[config.mk]
export PLATFORM = sky130hd
export DESIGN_NAME = aes_seq_ctrl
export DESIGN_NICKNAME = d
export VERILOG_FILES = /design/src/rtl/pmu_pkg.sv /design/src/rtl/aes_seq_shreg.sv /design/src/rtl/aes_seq_ctrl.sv
export SDC_FILE = /design/constraint.sdc
export NUM_CORES = 1
export LEC_CHECK = 0
export ABC_AREA = 1
export ABC_CLOCK_PERIOD_IN_PS = 4900
export CAP_MARGIN = 20
export CORE_MARGIN = 1.5
export CORE_UTILIZATION = 50
export DETAILED_ROUTE_END_ITERATION = 12
export HOLD_SLACK_MARGIN = 0.05
export PLACE_DENSITY = 0.84
export SYNTH_ARGS = -nofsm -noshare
export SYNTH_HDL_FRONTEND = slang
export SYNTH_HIERARCHICAL = 1
export SYNTH_SLANG_ARGS = --single-unit
[constraint.sdc]
create_clock -name clk -period 4.9 [get_ports clk]
set_input_delay 0.735 -clock clk [delete_from_list [all_inputs] [get_ports clk]]
set_output_delay 0.735 -clock clk [all_outputs]
set_load 0.005 [all_outputs]
[src/rtl/pmu_pkg.sv]
// pmu_pkg: shared definitions for the AES sequencing controller.
//   state_t        : controller FSM states
//   HDR_CNT_*      : position of the block-count field inside the serial header
//   HDR_RSVD_MASK  : bits of the header (up to HDR_MAX_WIDTH) that are reserved,
//                    i.e. everything above the block-count field
package pmu_pkg;

    typedef enum logic [2:0] {
        ST_IDLE    = 3'd0,
        ST_HEADER  = 3'd1,
        ST_PAYLOAD = 3'd2,
        ST_DRAIN   = 3'd3,
        ST_DONE    = 3'd4,
        ST_ERROR   = 3'd5
    } state_t;

    localparam int HDR_CNT_LSB   = 0;
    localparam int HDR_CNT_MSB   = 11;
    localparam int HDR_CNT_W     = HDR_CNT_MSB - HDR_CNT_LSB + 1;
    localparam int HDR_MAX_WIDTH = 64;

    localparam logic [HDR_MAX_WIDTH-1:0] HDR_RSVD_MASK =
        ~{{(HDR_MAX_WIDTH-HDR_CNT_W){1'b0}}, {HDR_CNT_W{1'b1}}};

endpackage

[src/rtl/aes_seq_shreg.sv]
// aes_seq_shreg: serial-in deserializer, LSB-first.
// Ports:
//   clk, rst     : clock, synchronous active-high reset
//   clr          : synchronous clear of the word and bit count
//   shift_en     : shift bit_in in this cycle
//   bit_in       : serial input bit
//   word_next    : the word including the bit currently on bit_in; this is the
//                  completed word in the cycle where last=1 and shift_en=1
//   last         : the next shifted bit completes a WIDTH-bit word
module aes_seq_shreg #(
    parameter int WIDTH = 128
) (
    input  logic             clk,
    input  logic             rst,
    input  logic             clr,
    input  logic             shift_en,
    input  logic             bit_in,
    output logic [WIDTH-1:0] word_next,
    output logic             last
);

    localparam int CW = $clog2(WIDTH + 1);

    logic [WIDTH-1:0] word;
    logic [CW-1:0]    count;

    // New bits enter at the MSB so that after WIDTH shifts the first bit
    // received sits at bit 0.
    assign word_next = {bit_in, word[WIDTH-1:1]};
    assign last      = (count == CW'(WIDTH - 1));

    always_ff @(posedge clk) begin
        if (rst || clr) begin
            word  <= '0;
            count <= '0;
        end else if (shift_en) begin
            word  <= word_next;
            count <= last ? '0 : count + CW'(1);
        end
    end

endmodule

[src/rtl/aes_seq_ctrl.sv]
// aes_seq_ctrl: receives a serial header announcing a block count, then
// deserializes that many AES blocks, launches each on the AES core, waits a
// fixed latency and captures the result. pwr_up_en rises once every announced
// block has been captured.
// Ports:
//   clk, rst     : clock, synchronous active-high reset (priority over all)
//   en, data_i   : serial stream valid / data, LSB-first
//   aes_start    : one-cycle launch pulse; aes_block held until capture
//   aes_result   : AES core output, sampled AES_LATENCY cycles after launch
//   out_valid    : one-cycle strobe, out_data holds the captured result
//   pwr_up_en    : all announced blocks processed (DONE state)
//   err          : sticky header / sequencing error (ERROR state)
//   state_dbg    : current FSM state
// Optional feature: define AES_SEQ_HDR_CHECK_EN to require the reserved header
// bits above the block-count field to be zero.
//
// Handshake: there is no back-pressure. A serial bit is transferred on every
// rising edge where en=1; en falling mid-stream aborts the stream. aes_start
// is a single-cycle strobe, and out_valid is a single-cycle strobe that the
// consumer must accept in that cycle.
module aes_seq_ctrl
    import pmu_pkg::*;
#(
    parameter int HEADER_WIDTH   = 32,
    parameter int AES_DATA_WIDTH = 128,
    parameter int AES_LATENCY    = 10
) (
    input  logic                      clk,
    input  logic                      rst,
    input  logic                      en,
    input  logic                      data_i,
    output logic                      aes_start,
    output logic [AES_DATA_WIDTH-1:0] aes_block,
    input  logic [AES_DATA_WIDTH-1:0] aes_result,
    output logic                      out_valid,
    output logic [AES_DATA_WIDTH-1:0] out_data,
    output logic                      pwr_up_en,
    output logic                      err,
    output state_t                    state_dbg
);

    // A block takes AES_DATA_WIDTH cycles to arrive, so a latency shorter than
    // that guarantees at most one block is ever in flight.
    if (AES_LATENCY >= AES_DATA_WIDTH || AES_LATENCY < 1) begin : g_bad_latency
        $fatal(1, "aes_seq_ctrl: AES_LATENCY must be in 1..AES_DATA_WIDTH-1");
    end
    if (HEADER_WIDTH <= HDR_CNT_W || HEADER_WIDTH > HDR_MAX_WIDTH) begin : g_bad_header
        $fatal(1, "aes_seq_ctrl: HEADER_WIDTH must be in 13..64");
    end

    localparam int LCW = $clog2(AES_LATENCY + 1);

    state_t state, state_nxt;

    logic [HEADER_WIDTH-1:0]   hdr_word;
    logic                      hdr_last;
    logic [AES_DATA_WIDTH-1:0] pay_word;
    logic                      pay_last;
    logic [HDR_CNT_W-1:0]      hdr_blk;
    logic [HDR_CNT_W-1:0]      blk_total;
    logic [HDR_CNT_W-1:0]      blk_cnt;
    logic [HDR_CNT_W-1:0]      blk_cnt_inc;
    logic [LCW-1:0]            lat_cnt;

    logic in_stream, abort;
    logic hdr_shift, hdr_fire, hdr_rsvd_err, hdr_err;
    logic pay_shift, launch_req, launch, overrun, capture;

    assign in_stream = (state == ST_HEADER) || (state == ST_PAYLOAD) || (state == ST_DRAIN);
    assign abort     = in_stream && !en;

    // The first header bit is taken in IDLE, in the same cycle en rises.
    assign hdr_shift = en && ((state == ST_IDLE) || (state == ST_HEADER));
    assign hdr_fire  = en && (state == ST_HEADER) && hdr_last;
    assign hdr_blk   = hdr_word[HDR_CNT_MSB:HDR_CNT_LSB];

`ifdef AES_SEQ_HDR_CHECK_EN
    assign hdr_rsvd_err = |(hdr_word & HDR_RSVD_MASK[HEADER_WIDTH-1:0]);
`else
    logic hdr_rsvd_unused;
    assign hdr_rsvd_unused = |hdr_word[HEADER_WIDTH-1:HDR_CNT_W];
    assign hdr_rsvd_err    = 1'b0;
`endif

    assign hdr_err = (hdr_blk == '0) || hdr_rsvd_err;

    assign pay_shift  = en && (state == ST_PAYLOAD);
    assign launch_req = pay_shift && pay_last;

    // The latency counter is loaded on the edge that raises aes_start, so a
    // count of 1 marks the edge that ends the AES_LATENCY-th cycle after it.
    assign capture = en && ((state == ST_PAYLOAD) || (state == ST_DRAIN)) &&
                     (lat_cnt == LCW'(1));
    // A capture on the same edge frees the core, so it is not an overrun.
    assign overrun = launch_req && (lat_cnt != '0) && !capture;
    assign launch  = launch_req && !overrun;

    // Saturating so a pathological count can never wrap back to a match.
    assign blk_cnt_inc = (blk_cnt == '1) ? blk_cnt : blk_cnt + HDR_CNT_W'(1);

    aes_seq_shreg #(.WIDTH(HEADER_WIDTH)) u_hdr_shreg (
        .clk       (clk),
        .rst       (rst),
        .clr       (abort),
        .shift_en  (hdr_shift),
        .bit_in    (data_i),
        .word_next (hdr_word),
        .last      (hdr_last)
    );

    aes_seq_shreg #(.WIDTH(AES_DATA_WIDTH)) u_pay_shreg (
        .clk       (clk),
        .rst       (rst),
        .clr       (abort),
        .shift_en  (pay_shift),
        .bit_in    (data_i),
        .word_next (pay_word),
        .last      (pay_last)
    );

    always_ff @(posedge clk) begin
        if (rst) state <= ST_IDLE;
        else     state <= state_nxt;
    end

    always_comb begin
        state_nxt = state;
        err       = 1'b0;
        pwr_up_en = 1'b0;
        case (state)
            ST_IDLE: begin
                if (en) state_nxt = ST_HEADER;
            end
            ST_HEADER: begin
                if (abort)         state_nxt = ST_IDLE;
                else if (hdr_fire) state_nxt = hdr_err ? ST_ERROR : ST_PAYLOAD;
            end
            ST_PAYLOAD: begin
                if (abort)        state_nxt = ST_IDLE;
                else if (overrun) state_nxt = ST_ERROR;
                else if (launch && (blk_cnt_inc == blk_total)) state_nxt = ST_DRAIN;
            end
            ST_DRAIN: begin
                if (abort)        state_nxt = ST_IDLE;
                else if (capture) state_nxt = ST_DONE;
            end
            ST_DONE: begin
                pwr_up_en = 1'b1;
                if (!en) state_nxt = ST_IDLE;
            end
            ST_ERROR: begin
                err = 1'b1;
            end
            default: state_nxt = ST_IDLE;
        endcase
    end

    always_ff @(posedge clk) begin
        if (rst) begin
            aes_start <= 1'b0;
            aes_block <= '0;
            out_valid <= 1'b0;
            out_data  <= '0;
            blk_total <= '0;
            blk_cnt   <= '0;
            lat_cnt   <= '0;
        end else begin
            aes_start <= 1'b0;
            out_valid <= 1'b0;
            if (abort || (state == ST_IDLE)) begin
                // Dropping lat_cnt cancels any capture still in flight.
                blk_total <= '0;
                blk_cnt   <= '0;
                lat_cnt   <= '0;
            end else begin
                if (hdr_fire) blk_total <= hdr_blk;
                if (capture) begin
                    out_data  <= aes_result;
                    out_valid <= 1'b1;
                end
                if (launch) begin
                    aes_block <= pay_word;
                    aes_start <= 1'b1;
                    lat_cnt   <= LCW'(AES_LATENCY);
                    blk_cnt   <= blk_cnt_inc;
                end else if (lat_cnt != '0) begin
                    lat_cnt <= lat_cnt - LCW'(1);
                end
            end
        end
    end

    assign state_dbg = state;

endmodule
# Yosys cells after proc, flatten, opt, wreduce, memory -nomap -nowiden
# Index checks and enable logic that the tools add are counted.
[totals]
reg_bits = 463
out_inout_bits = 263
elab_cells = 84
[op_classes]
add_sub_neg = 4
n_eq_ne = 15
n_mux = 20
bitwise_logic = 2
reduce_logical = 30
[ops]
columns = ["operator", "count"]
rows = [
  ["$mux 3", 10],
  ["$pmux 3 s6", 1],
  ["$add 12x1->12 const B", 1],
  ["$eq 12x12->1", 1],
  ["$eq 12x12->1 const B", 1],
  ["$logic_and 1x1->1", 12],
  ["$logic_not 12->1", 1],
  ["$mux 12", 1],
  ["$add 8x1->8 const B", 1],
  ["$eq 8x7->1 const B", 1],
  ["$mux 4", 2],
  ["$mux 8", 1],
  ["$add 6x1->6 const B", 1],
  ["$eq 3x2->1 const B", 2],
  ["$eq 3x3->1 const B", 2],
  ["$eq 6x5->1 const B", 1],
  ["$logic_or 1x1->1", 6],
  ["$mux 6", 1],
  ["$ne 3x3->1 const B", 2],
  ["$reduce_and 6->1", 1],
  ["$eq 4x1->1 const B", 1],
  ["$mux 1", 4],
  ["$ne 2x2->1 const B", 2],
  ["$ne 4x3->1 const B", 1],
  ["10 further kinds", 14],
]

# Logic depth before layout (Yosys ltp)
# Gate-level depths: netlist of the first run.
[logic_depth]
ltp_word = 13
depth_mapped = 17

# Cells and area by module
# Netlist of the first run, hierarchy kept.
[modules_own_cells]
columns = ["module", "n_inst", "cells_each", "area_each_um2", "seq_area_each_um2"]
rows = [
  ["aes_seq_ctrl", 1, 1423, 10696.5, 5785.5],
  ["aes_seq_shreg (u_pay_shreg)", 1, 616, 4909.7, 2702.6],
  ["aes_seq_shreg (u_hdr_shreg)", 1, 181, 1395.1, 740.7],
]

# Least setup slack after synthesis of the first run
# Ideal clock, no wire load.
[synth_timing]
kind = "register -> register"
start = "reg blk_cnt[0]"
end = "reg state[2] (netlist: state_dbg[2])"
setup_ns = 0.115
arrival_ns = 1.838
t_required_ns = 4.785
setup_slack_ns = 2.947
stages_incl_launch_ff = 18
path_buffers = 1
cell_sequence = "dfxtp_1 -> ha_1 -> nand2_4 -> nor2_4 -> nand3_2 -> buf_6 -> nand2_4 -> nand2_2 -> nand2_1 -> nand2_1 -> nor2_1 -> nand2_1 -> nor2_1 -> nand2_1 -> nand2_2 -> nand3_1 -> nand2_1 -> nor2_1"
[synth_between]
elab_chain_len = 6
word_cells_on_any_way = 7
[synth_rtl]
columns = ["item", "line", "text"]
rows = [
  ["start, declared", "aes_seq_ctrl.sv:61", "logic [HDR_CNT_W-1:0] blk_cnt;"],
  ["start signal, assigned", "aes_seq_ctrl.sv:185", "blk_cnt <= blk_cnt_inc;"],
  ["$add 12x1->12 or $eq 12x12->1 (tied branches)", "aes_seq_ctrl.sv:99", "assign blk_cnt_inc = (blk_cnt == '1) ? blk_cnt : blk_cnt + HDR_CNT_W'(1);"],
  ["$mux 12 *", "aes_seq_ctrl.sv:99", ""],
  ["$eq 12x12->1 *", "aes_seq_ctrl.sv:141", "else if (launch && (blk_cnt_inc == blk_total)) state_nxt = ST_DRAIN;"],
  ["$logic_and 1x1->1 *", "aes_seq_ctrl.sv:141", ""],
  ["$ne 4x3->1 (no source line) *", "--", ""],
  ["$reduce_and 6->1 (no source line) *", "--", ""],
  ["end signal, assigned", "aes_seq_ctrl.sv:123", "else state <= state_nxt;"],
  ["end, declared", "aes_seq_ctrl.sv:53", "state_t state, state_nxt;"],
]
# Every way passes the cells marked *; elsewhere a longest branch is shown, timed or not.
# A chain may end at the register's enable or synchronous reset.

# Worst setup path after layout of the first run
[layout_timing]
start = "in en"
end = "reg u_pay_shreg.word[42]"
[layout_between]
word_cells_on_any_way = 4
[layout_rtl]
columns = ["item", "line", "text"]
rows = [
  ["start, declared", "aes_seq_ctrl.sv:30", "input logic en,"],
  ["$logic_and 1x1->1", "aes_seq_ctrl.sv:87", "assign pay_shift = en && (state == ST_PAYLOAD);"],
  ["named net pay_shift", "aes_seq_ctrl.sv:67", "logic pay_shift, launch_req, launch, overrun, capture;"],
  ["end signal, assigned", "aes_seq_shreg.sv:37", "word <= word_next;"],
  ["end, declared", "aes_seq_shreg.sv:24", "logic [WIDTH-1:0] word;"],
]
# The timed path passes the listed nets, and every way through them passes these cells.

==> report_table.html, run 1 <==
<table>
<tr><th>Metric</th><th>Value</th></tr>
<tr><th colspan="2">Timing</th></tr>
<tr><td>Final worst path period share</td><td>0.718</td></tr>
<tr><td>Slew @ Worst Pin</td><td>1150 ps</td></tr>
<tr><td>Post-route minimum period</td><td>3520 ps</td></tr>
<tr><td>Highest attainable clock frequency</td><td>284 MHz</td></tr>
<tr><td>Hold Violations, Final</td><td>0</td></tr>
<tr><td>Final clock skew</td><td>12.1 ps</td></tr>
<tr><td>Final setup violation count</td><td>0</td></tr>
<tr><td>Final max-slew violation count</td><td>0</td></tr>
<tr><td>Setup_tns</td><td>0 ps</td></tr>
<tr><td>Setup repair after global routing missed its margin</td><td>false</td></tr>
<tr><td>Max-slew headroom at the worst pin</td><td>0.230</td></tr>
<tr><th colspan="2">Clock network</th></tr>
<tr><td>Clock transition at the register clock pins on the worst setup and hold paths after CTS</td><td>60 ps</td></tr>
<tr><td>Cts repair resizes</td><td>0</td></tr>
<tr><td>Number of H-tree branching levels</td><td>2</td></tr>
<tr><td>Root Buffer</td><td>sky130_fd_sc_hd__clkbuf_16</td></tr>
<tr><td>TritonCTS Sinks</td><td>461</td></tr>
<tr><td>Total of hold buffers inserted after clock tree synthesis</td><td>0</td></tr>
<tr><td>Post-CTS setup buffers</td><td>0</td></tr>
<tr><td>Clock network latency to the later pin of the worst-skew pair</td><td>550 ps</td></tr>
<tr><td>Clock tree buffer depth</td><td>3</td></tr>
<tr><td>CTS tree</td><td>done</td></tr>
<tr><td>Number of clock buffers inserted by TritonCTS</td><td>46</td></tr>
<tr><th colspan="2">Floorplan</th></tr>
<tr><td>Die boundary width</td><td>187 um</td></tr>
<tr><td>Total Die Area</td><td>35100 um^2</td></tr>
<tr><td>Die Y-Extent</td><td>187 um</td></tr>
<tr><td>Initial core utilization</td><td>0.507</td></tr>
<tr><td>Number of primary I/O pins</td><td>395</td></tr>
<tr><td>Core footprint</td><td>33500 um^2</td></tr>
<tr><td>Cell row count</td><td>67</td></tr>
<tr><th colspan="2">Finish</th></tr>
<tr><td>Nets</td><td>2666</td></tr>
<tr><td>Antenna fix cells</td><td>0</td></tr>
<tr><td>Area used by sequential logic in the layout</td><td>9230 um^2</td></tr>
<tr><td>Filler cell count</td><td>2661</td></tr>
<tr><td>Post-Route Utilization</td><td>0.667</td></tr>
<tr><td>Area occupied by multi-input gates</td><td>6730 um^2</td></tr>
<tr><td>Fraction of layout cells with a size suffix above 1</td><td>0.0449</td></tr>
<tr><td>Signed area change from the synthesized netlist to the final layout</td><td>31.6%</td></tr>
<tr><td>Final design instance area without fill</td><td>22400 um^2</td></tr>
<tr><th colspan="2">Route</th></tr>
<tr><td>Number of violations reported at the end of detailed-routing iteration 0</td><td>1318</td></tr>
<tr><td># DRC</td><td>0</td></tr>
<tr><td>DR pass1 iterations</td><td>8</td></tr>
<tr><td>WL/cell</td><td>16.3 um</td></tr>
<tr><td>Detailed Route WL</td><td>49100 um</td></tr>
<tr><td>Via/cell ratio</td><td>5.22</td></tr>
<tr><td>Via count</td><td>15700</td></tr>
<tr><td>Post-DRT Antenna Nets</td><td>0</td></tr>
<tr><th colspan="2">Critical path</th></tr>
<tr><td>Endpoint of the most critical register-to-register path</td><td>u_pay_shreg/word[42]$_SDFFE_PP0P_</td></tr>
<tr><td>FF-to-FF path depth</td><td>8</td></tr>
<tr><td>Stages on worst setup path</td><td>9</td></tr>
<tr><td>Kind of end point of the critical path</td><td>register</td></tr>
<tr><td>Delay-heaviest family, CP</td><td>buffers and inverters</td></tr>
<tr><td>Crit path max fanout</td><td>81</td></tr>
<tr><td>Register-to-register setup slack</td><td>1590 ps</td></tr>
<tr><td>Critical Path Sink</td><td>u_pay_shreg/word[42]$_SDFFE_PP0P_</td></tr>
<tr><td>Setup CP Type</td><td>in -&gt; reg</td></tr>
<tr><td>R2r startpoint</td><td>state_dbg[1]$_SDFFE_PP0P_</td></tr>
<tr><td>Setup crit start</td><td>en</td></tr>
<tr><td>Cell chain of the critical path</td><td>clkdlybuf4s50_1, nand2_1, nor3_4, buf_4, buf_4, inv_4, buf_16, nand2_1, a21oi_1</td></tr>
<tr><td>WP data arrival</td><td>3890 ps</td></tr>
<tr><td>CP peak stage delay</td><td>770 ps</td></tr>
<tr><td>Buffer and inverter count on the worst path</td><td>5</td></tr>
<tr><td>Endpoint required time on the critical path</td><td>5270 ps</td></tr>
<tr><td>Element type at the critical path start</td><td>input port</td></tr>
<tr><td>Slowest library cell on the worst path</td><td>sky130_fd_sc_hd__buf_4</td></tr>
<tr><th colspan="2">Global route</th></tr>
<tr><td>Sum of overflow across all layers after global routing</td><td>0</td></tr>
<tr><td>Via count of the first global-routing pass</td><td>14900</td></tr>
<tr><td>Gr usage total</td><td>0.270</td></tr>
<tr><td>Global-route wire length before repair</td><td>77900 um</td></tr>
<tr><td>Pin count of the biggest net entering global routing</td><td>260</td></tr>
<tr><td>Antenna violations before repair</td><td>1</td></tr>
<tr><th colspan="2">Power</th></tr>
<tr><td>Power per cell area</td><td>352 nW/um^2</td></tr>
<tr><td>Clk network pwr share</td><td>0.446</td></tr>
<tr><td>Switching Share</td><td>0.231</td></tr>
<tr><td>Design internal power</td><td>6.06 mW</td></tr>
<tr><td>Peak VDD IR</td><td>0.237 mV</td></tr>
<tr><td>Combinational share of power</td><td>0.073</td></tr>
<tr><td>NetSw</td><td>1.82 mW</td></tr>
<tr><td>Cell leakage power</td><td>8.49 nW</td></tr>
<tr><td>Share of power burned in registers</td><td>0.481</td></tr>
<tr><th colspan="2">Yosys</th></tr>
<tr><td>Synthesized Nets</td><td>2354</td></tr>
<tr><td>Yosys Warn Count</td><td>6</td></tr>
<tr><td>Post-synthesis cell count</td><td>2219</td></tr>
<tr><td>Post-synthesis instance area</td><td>17000 um^2</td></tr>
<tr><td>Mean cell area of the mapped netlist</td><td>7.66 um^2</td></tr>
<tr><th colspan="2">Job</th></tr>
<tr><td>Max-cap check violation count</td><td>0</td></tr>
<tr><th colspan="2">Worst hold path</th></tr>
<tr><td>Hold Path Class</td><td>reg -&gt; reg</td></tr>
<tr><td>Launch point of the worst hold path</td><td>u_hdr_shreg/word[14]$_SDFFE_PP0P_</td></tr>
<tr><th colspan="2">Placed design</th></tr>
<tr><td>Final weighted congestion of routability-driven global placement</td><td>0.888</td></tr>
<tr><td>Cell area reported after detailed placement</td><td>20800 um^2</td></tr>
<tr><td>Final HPWL from detailed placement</td><td>32000 um</td></tr>
<tr><td>Port bufs</td><td>394</td></tr>
<tr><th colspan="2">Outcome</th></tr>
<tr><td>Run status</td><td>complete, no violations</td></tr>
</table>
==> how the worst min path moves through the flow <==
| stage | to | slack (ps) | cells after the start |
|---|---|---|---|
| after floorplan | u_hdr_shreg/word[20]$_SDFFE_PP0P_ | 440 | 2 |
| after global placement | u_hdr_shreg/word[28]$_SDFFE_PP0P_ | 450 | 2 |
| after detailed placement | u_hdr_shreg/word[14]$_SDFFE_PP0P_ | 460 | 2 |
| after CTS | u_hdr_shreg/word[28]$_SDFFE_PP0P_ | 460 | 2 |
| after global routing | u_hdr_shreg/word[14]$_SDFFE_PP0P_ | 480 | 2 |
| final | u_hdr_shreg/word[14]$_SDFFE_PP0P_ | 460 | 2 |
==> tightest hold or removal path, stage by stage, from the launching register on <==
cell	delay (ps)
sky130_fd_sc_hd__dfxtp_1	300
sky130_fd_sc_hd__nand2_1	60
sky130_fd_sc_hd__a21oi_1	50
==> layout make-up <==
class / count / share of cell area
inverters: 59 / 0.0107
repair buffers: 407 / 0.183
flip-flops and latches: 461 / 0.413
multi-input cells: 1556 / 0.301
clock inverters: 13 / 0.00660
clock buffers: 67 / 0.0613
well taps: 448 / 0.0251
==> layout by cell type, fill, tap and decap left out, drive strengths merged, types with 2 or more instances in the layout <==
master and instances:
buf 13, nand3 36, clkbuf 67, bufinv 3
clkdlybuf4s50 394, nand4 9, dfxtp 461, xor2 2
ha 3, nor2 568, clkinv 8, inv 61
o21ai 285, o22ai 2, nor3 10, nand3b 2
a21oi 186, or2 3, nor4 3, nand2 442
==> state kept, by name (all words and copies together) (netlist names) <==
name and flops:
aes_block 128, blk_total 12, blk_cnt 12, u_hdr_shreg/word 31
u_pay_shreg/word 127, out_data 128, lat_cnt 4, u_pay_shreg/count 8
state_dbg 3, out_valid 1, aes_start 1, u_hdr_shreg/count 6
==> routing by layer <==
layer	track usage	part of all wire
met5	0	0.00018
met3	0.0488	0.066
met2	0.457	0.47
met4	0.110	0.041
met1	0.341	0.42
==> power groups by stage <==
stage	registers, mW	logic [mW]	clock network (mW)
global route	3.79	0.630	3.75
CTS	3.79	0.574	3.58
detailed placement	3.87	0.568	0
global placement	3.87	0.551	0
finish	3.79	0.576	3.51
floorplan	3.87	0.428	0
==> stage by stage <==
| stage | worst slack [ps] | power [mW] | hold slack, ps | cells |
|---|---|---|---|---|
| after floorplan | 2950 | 4.29 | 439 | 2219 |
| after global placement | 955 | 4.42 | 448 | 2929 |
| after detailed placement | 900 | 4.44 | 455 | 2930 |
| after CTS | 1460 | 7.94 | 462 | 3010 |
| after global routing | 1200 | 8.17 | 478 | 3011 |
| final | 1380 | 7.88 | 463 | 3011 |
(Power assumes the default switching activity.)
==> inputs of run 2 (changes only) <==
--- a/config.mk
+++ b/config.mk
@@ -6,13 +6,13 @@
 export NUM_CORES = 1
 export LEC_CHECK = 0
 export ABC_AREA = 1
-export ABC_CLOCK_PERIOD_IN_PS = 4900
+export ABC_CLOCK_PERIOD_IN_PS = 3000
 export CAP_MARGIN = 20
 export CORE_MARGIN = 1.5
-export CORE_UTILIZATION = 50
+export CORE_UTILIZATION = 45
 export DETAILED_ROUTE_END_ITERATION = 12
 export HOLD_SLACK_MARGIN = 0.05
-export PLACE_DENSITY = 0.84
+export PLACE_DENSITY = 0.8
 export SYNTH_ARGS = -nofsm -noshare
 export SYNTH_HDL_FRONTEND = slang
 export SYNTH_HIERARCHICAL = 1
==> constraint.sdc (replaced) <==
create_clock -name clk -period 3 [get_ports clk]
set_input_delay 0.45 -clock clk [delete_from_list [all_inputs] [get_ports clk]]
set_output_delay 0.45 -clock clk [all_outputs]
set_load 0.005 [all_outputs]
==> run 2 against run 1 <==
  * Total power is 70% higher
  * Hold slack worse by 9.1 ps
  * Global-route usage is 2.2 points lower
  * Clock power is 79% higher
  * Die area is 11% higher
  * Register-to-register slack worse by 1100 ps
  * Sequential share of layout area is 0.59 points lower
  * Clock skew is 6.1 ps higher
  * Clock-buffer cell count is 2 lower
  * Non-clock buffer count is 6 higher
  * Critical endpoint is now err
  * Flip-flop and latch count stayed put
==> report_table.html, run 2 (same netlist as run 1, synthesis figures left out) <==
<table>
<tr><th>Metric</th><th>Value</th></tr>
<tr><th colspan="2">Timing</th></tr>
<tr><td>Setup repair after global routing missed its margin</td><td>false</td></tr>
<tr><td>Post-route minimum period</td><td>2690 ps</td></tr>
<tr><td>Hold WS</td><td>454 ps (-9.14 ps)</td></tr>
<tr><td>Final clock skew</td><td>18.2 ps (+6.06 ps)</td></tr>
<tr><td>Hold Violations, Final</td><td>0 (unchanged)</td></tr>
<tr><td>Final max-slew violation count</td><td>0 (unchanged)</td></tr>
<tr><td>Max-slew headroom at the worst pin</td><td>0.169 (-0.0616)</td></tr>
<tr><td>Slew @ Worst Pin</td><td>1250 ps (+92.4 ps)</td></tr>
<tr><td>Final setup violation count</td><td>0 (unchanged)</td></tr>
<tr><td>Final worst path period share</td><td>0.896</td></tr>
<tr><td>Setup_tns</td><td>0 ps (unchanged)</td></tr>
<tr><td>Highest attainable clock frequency</td><td>372 MHz</td></tr>
<tr><th colspan="2">Route</th></tr>
<tr><td>Post-DRT Antenna Nets</td><td>0 (unchanged)</td></tr>
<tr><td>WL/cell</td><td>16.3 um (-0.40%)</td></tr>
<tr><td># DRC</td><td>0 (unchanged)</td></tr>
<tr><td>DR pass1 iterations</td><td>5 (-3)</td></tr>
<tr><td>Detailed Route WL</td><td>50100 um (+1.9%)</td></tr>
<tr><td>Via count</td><td>15700 (-0.32%)</td></tr>
<tr><td>Number of violations reported at the end of detailed-routing iteration 0</td><td>982 (-25%)</td></tr>
<tr><td>Via/cell ratio</td><td>5.08 (-2.6%)</td></tr>
<tr><th colspan="2">Worst hold path</th></tr>
<tr><td>Launch point of the worst hold path</td><td>u_hdr_shreg/word[27]$_SDFFE_PP0P_</td></tr>
<tr><td>Hold Path Class</td><td>reg -&gt; reg</td></tr>
<tr><th colspan="2">Critical path</th></tr>
<tr><td>R2r startpoint</td><td>blk_cnt[0]$_SDFFE_PP0P_</td></tr>
<tr><td>Crit path max fanout</td><td>8 (-90%)</td></tr>
<tr><td>Kind of end point of the critical path</td><td>output port</td></tr>
<tr><td>Endpoint required time on the critical path</td><td>2550 ps (-2720 ps)</td></tr>
<tr><td>WP data arrival</td><td>2240 ps (-1650 ps)</td></tr>
<tr><td>Element type at the critical path start</td><td>register</td></tr>
<tr><td>Setup CP Type</td><td>reg -&gt; out</td></tr>
<tr><td>Setup crit start</td><td>state_dbg[2]$_SDFFE_PP0P_</td></tr>
<tr><th colspan="2">Clock network</th></tr>
<tr><td>CTS tree</td><td>done</td></tr>
<tr><td>Total of hold buffers inserted after clock tree synthesis</td><td>0 (unchanged)</td></tr>
<tr><td>Number of clock buffers inserted by TritonCTS</td><td>48 (+4.3%)</td></tr>
<tr><td>Clock network latency to the later pin of the worst-skew pair</td><td>560 ps (about the same)</td></tr>
<tr><td>TritonCTS Sinks</td><td>461 (unchanged)</td></tr>
<tr><td>Number of H-tree branching levels</td><td>2 (unchanged)</td></tr>
<tr><td>Root Buffer</td><td>sky130_fd_sc_hd__clkbuf_16</td></tr>
<tr><td>Cts repair resizes</td><td>0 (unchanged)</td></tr>
<tr><td>Clock tree buffer depth</td><td>3 (unchanged)</td></tr>
<tr><td>Post-CTS setup buffers</td><td>0 (unchanged)</td></tr>
<tr><td>Clock transition at the register clock pins on the worst setup and hold paths after CTS</td><td>60 ps (about the same)</td></tr>
<tr><th colspan="2">Finish</th></tr>
<tr><td>Area used by sequential logic in the layout</td><td>9230 um^2 (unchanged)</td></tr>
<tr><td>Top flop regs</td><td>aes_block x128, out_data x128, u_pay_shreg/word x127</td></tr>
<tr><td>Fraction of layout cells with a size suffix above 1</td><td>0.0509 (+0.00598)</td></tr>
<tr><td>Commonest non-fill, non-tap cell in the layout</td><td>sky130_fd_sc_hd__nor2_1</td></tr>
<tr><td>Commonest cells after routing, fill and taps aside</td><td>sky130_fd_sc_hd__nor2_1 (558), sky130_fd_sc_hd__dfxtp_1 (461), sky130_fd_sc_hd__nand2_1 (436)</td></tr>
<tr><td>Area occupied by multi-input gates</td><td>6730 um^2 (unchanged)</td></tr>
<tr><td>Filler cell count</td><td>3106 (+17%)</td></tr>
<tr><td>Nets</td><td>2674 (+0.30%)</td></tr>
<tr><td>Signed area change from the synthesized netlist to the final layout</td><td>33.5%</td></tr>
<tr><th colspan="2">Outcome</th></tr>
<tr><td>Run status</td><td>complete, no violations</td></tr>
<tr><th colspan="2">Floorplan</th></tr>
<tr><td>Initial core utilization</td><td>0.461 (-0.0459)</td></tr>
<tr><td>Die Y-Extent</td><td>197 um (+5.3%)</td></tr>
<tr><td>Number of primary I/O pins</td><td>395 (unchanged)</td></tr>
<tr><td>Cell row count</td><td>70 (+4.5%)</td></tr>
<tr><td>Die boundary width</td><td>197 um (+5.3%)</td></tr>
<tr><td>Core footprint</td><td>36900 um^2 (+10%)</td></tr>
<tr><td>Total Die Area</td><td>38900 um^2 (+11%)</td></tr>
<tr><th colspan="2">Placed design</th></tr>
<tr><td>Final HPWL from detailed placement</td><td>33100 um (+3.5%)</td></tr>
<tr><td>Final weighted congestion of routability-driven global placement</td><td>0.852 (-4.0%)</td></tr>
<tr><td>Port bufs</td><td>394 (unchanged)</td></tr>
<tr><th colspan="2">Global route</th></tr>
<tr><td>Via count of the first global-routing pass</td><td>14900 (+0.54%)</td></tr>
<tr><td>Gr usage total</td><td>0.248 (-0.0224)</td></tr>
<tr><td>Global-route wire length before repair</td><td>78200 um (+0.29%)</td></tr>
<tr><td>Pin count of the biggest net entering global routing</td><td>260 (unchanged)</td></tr>
<tr><td>Sum of overflow across all layers after global routing</td><td>0 (unchanged)</td></tr>
<tr><td>Antenna violations before repair</td><td>4 (+3)</td></tr>
<tr><th colspan="2">Power</th></tr>
<tr><td>Cell leakage power</td><td>8.60 nW (+1.3%)</td></tr>
<tr><td>Peak VDD IR</td><td>0.368 mV (+56%)</td></tr>
<tr><td>Power per cell area</td><td>592 nW/um^2 (+68%)</td></tr>
<tr><th colspan="2">Job</th></tr>
<tr><td>Max-cap check violation count</td><td>0 (unchanged)</td></tr>
</table>
-- run 2: changes by cell type in the layout (fill, tap and decap cells not counted), sizes merged --
cell and delta:
inv -2, diode +1, clkinvlp +3, bufinv +3, clkinv +5, buf +6, clkbuf -2
-- run 2: worst paths after layout --
check / slack, ps / depth (start not counted) / to
max: 310 / 3 / err
min: 450 / 2 / u_hdr_shreg/word[26]$_SDFFE_PP0P_
max reg2reg: 470 / 16 / state_dbg[0]$_SDFFE_PP0P_
min reg2reg: 450 / 2 / u_hdr_shreg/word[26]$_SDFFE_PP0P_
-- run 2: layout make-up --
| type | count | share of cell area |
|---|---|---|
| Sequential cell | 461 | 0.407 |
| Multi-Input combinational cell | 1556 | 0.296 |
| Timing Repair Buffer | 413 | 0.183 |
| Clock buffer | 65 | 0.0620 |
| Tap cell | 504 | 0.0278 |
| Clock inverter | 22 | 0.0130 |
| Inverter | 59 | 0.0105 |
| Antenna cell | 1 | 0.000110 |
-- run 2: power by group --
group / total (mW) / internal, mW / switching, mW / leakage (nW)
sequential: 6.19 / 6.15 / 0.0426 / 3.71
combinational: 0.962 / 0.351 / 0.611 / 4.05
clock: 6.27 / 3.81 / 2.46 / 0.836
total: 13.4 / 10.3 / 3.11 / 8.60
-- run 2: stage by stage --
stage / setup WS, ps / area (um^2) / util / instances / total power [mW]
after floorplan: 1050 / 17000 / - / 2219 / 7.01
after global placement: 381 / 21000 / 0.569 / 2993 / 7.25
after detailed placement: 250 / 21000 / 0.569 / 2993 / 7.28
after CTS: 278 / 22700 / 0.615 / 3080 / 13.5
after global routing: 210 / 22700 / 0.615 / 3080 / 13.9
final: 313 / 22700 / 0.615 / 3081 / 13.4
-- run 2: metal layers --
layer | share of wire | global-route usage | up-vias
li1 | - | - | 7748
met1 | 0.41 | 0.296 | 7279
met2 | 0.47 | 0.418 | 511
met3 | 0.073 | 0.0620 | 109
met4 | 0.047 | 0.117 | 6
met5 | 0.00068 | 0 | -
-- run 2: worst max-delay path, stage by stage, from the launching register on --
cell	delay (ps)
sky130_fd_sc_hd__dfxtp_1	530
sky130_fd_sc_hd__inv_2	130
sky130_fd_sc_hd__nor3_1	440
sky130_fd_sc_hd__clkdlybuf4s50_1	590
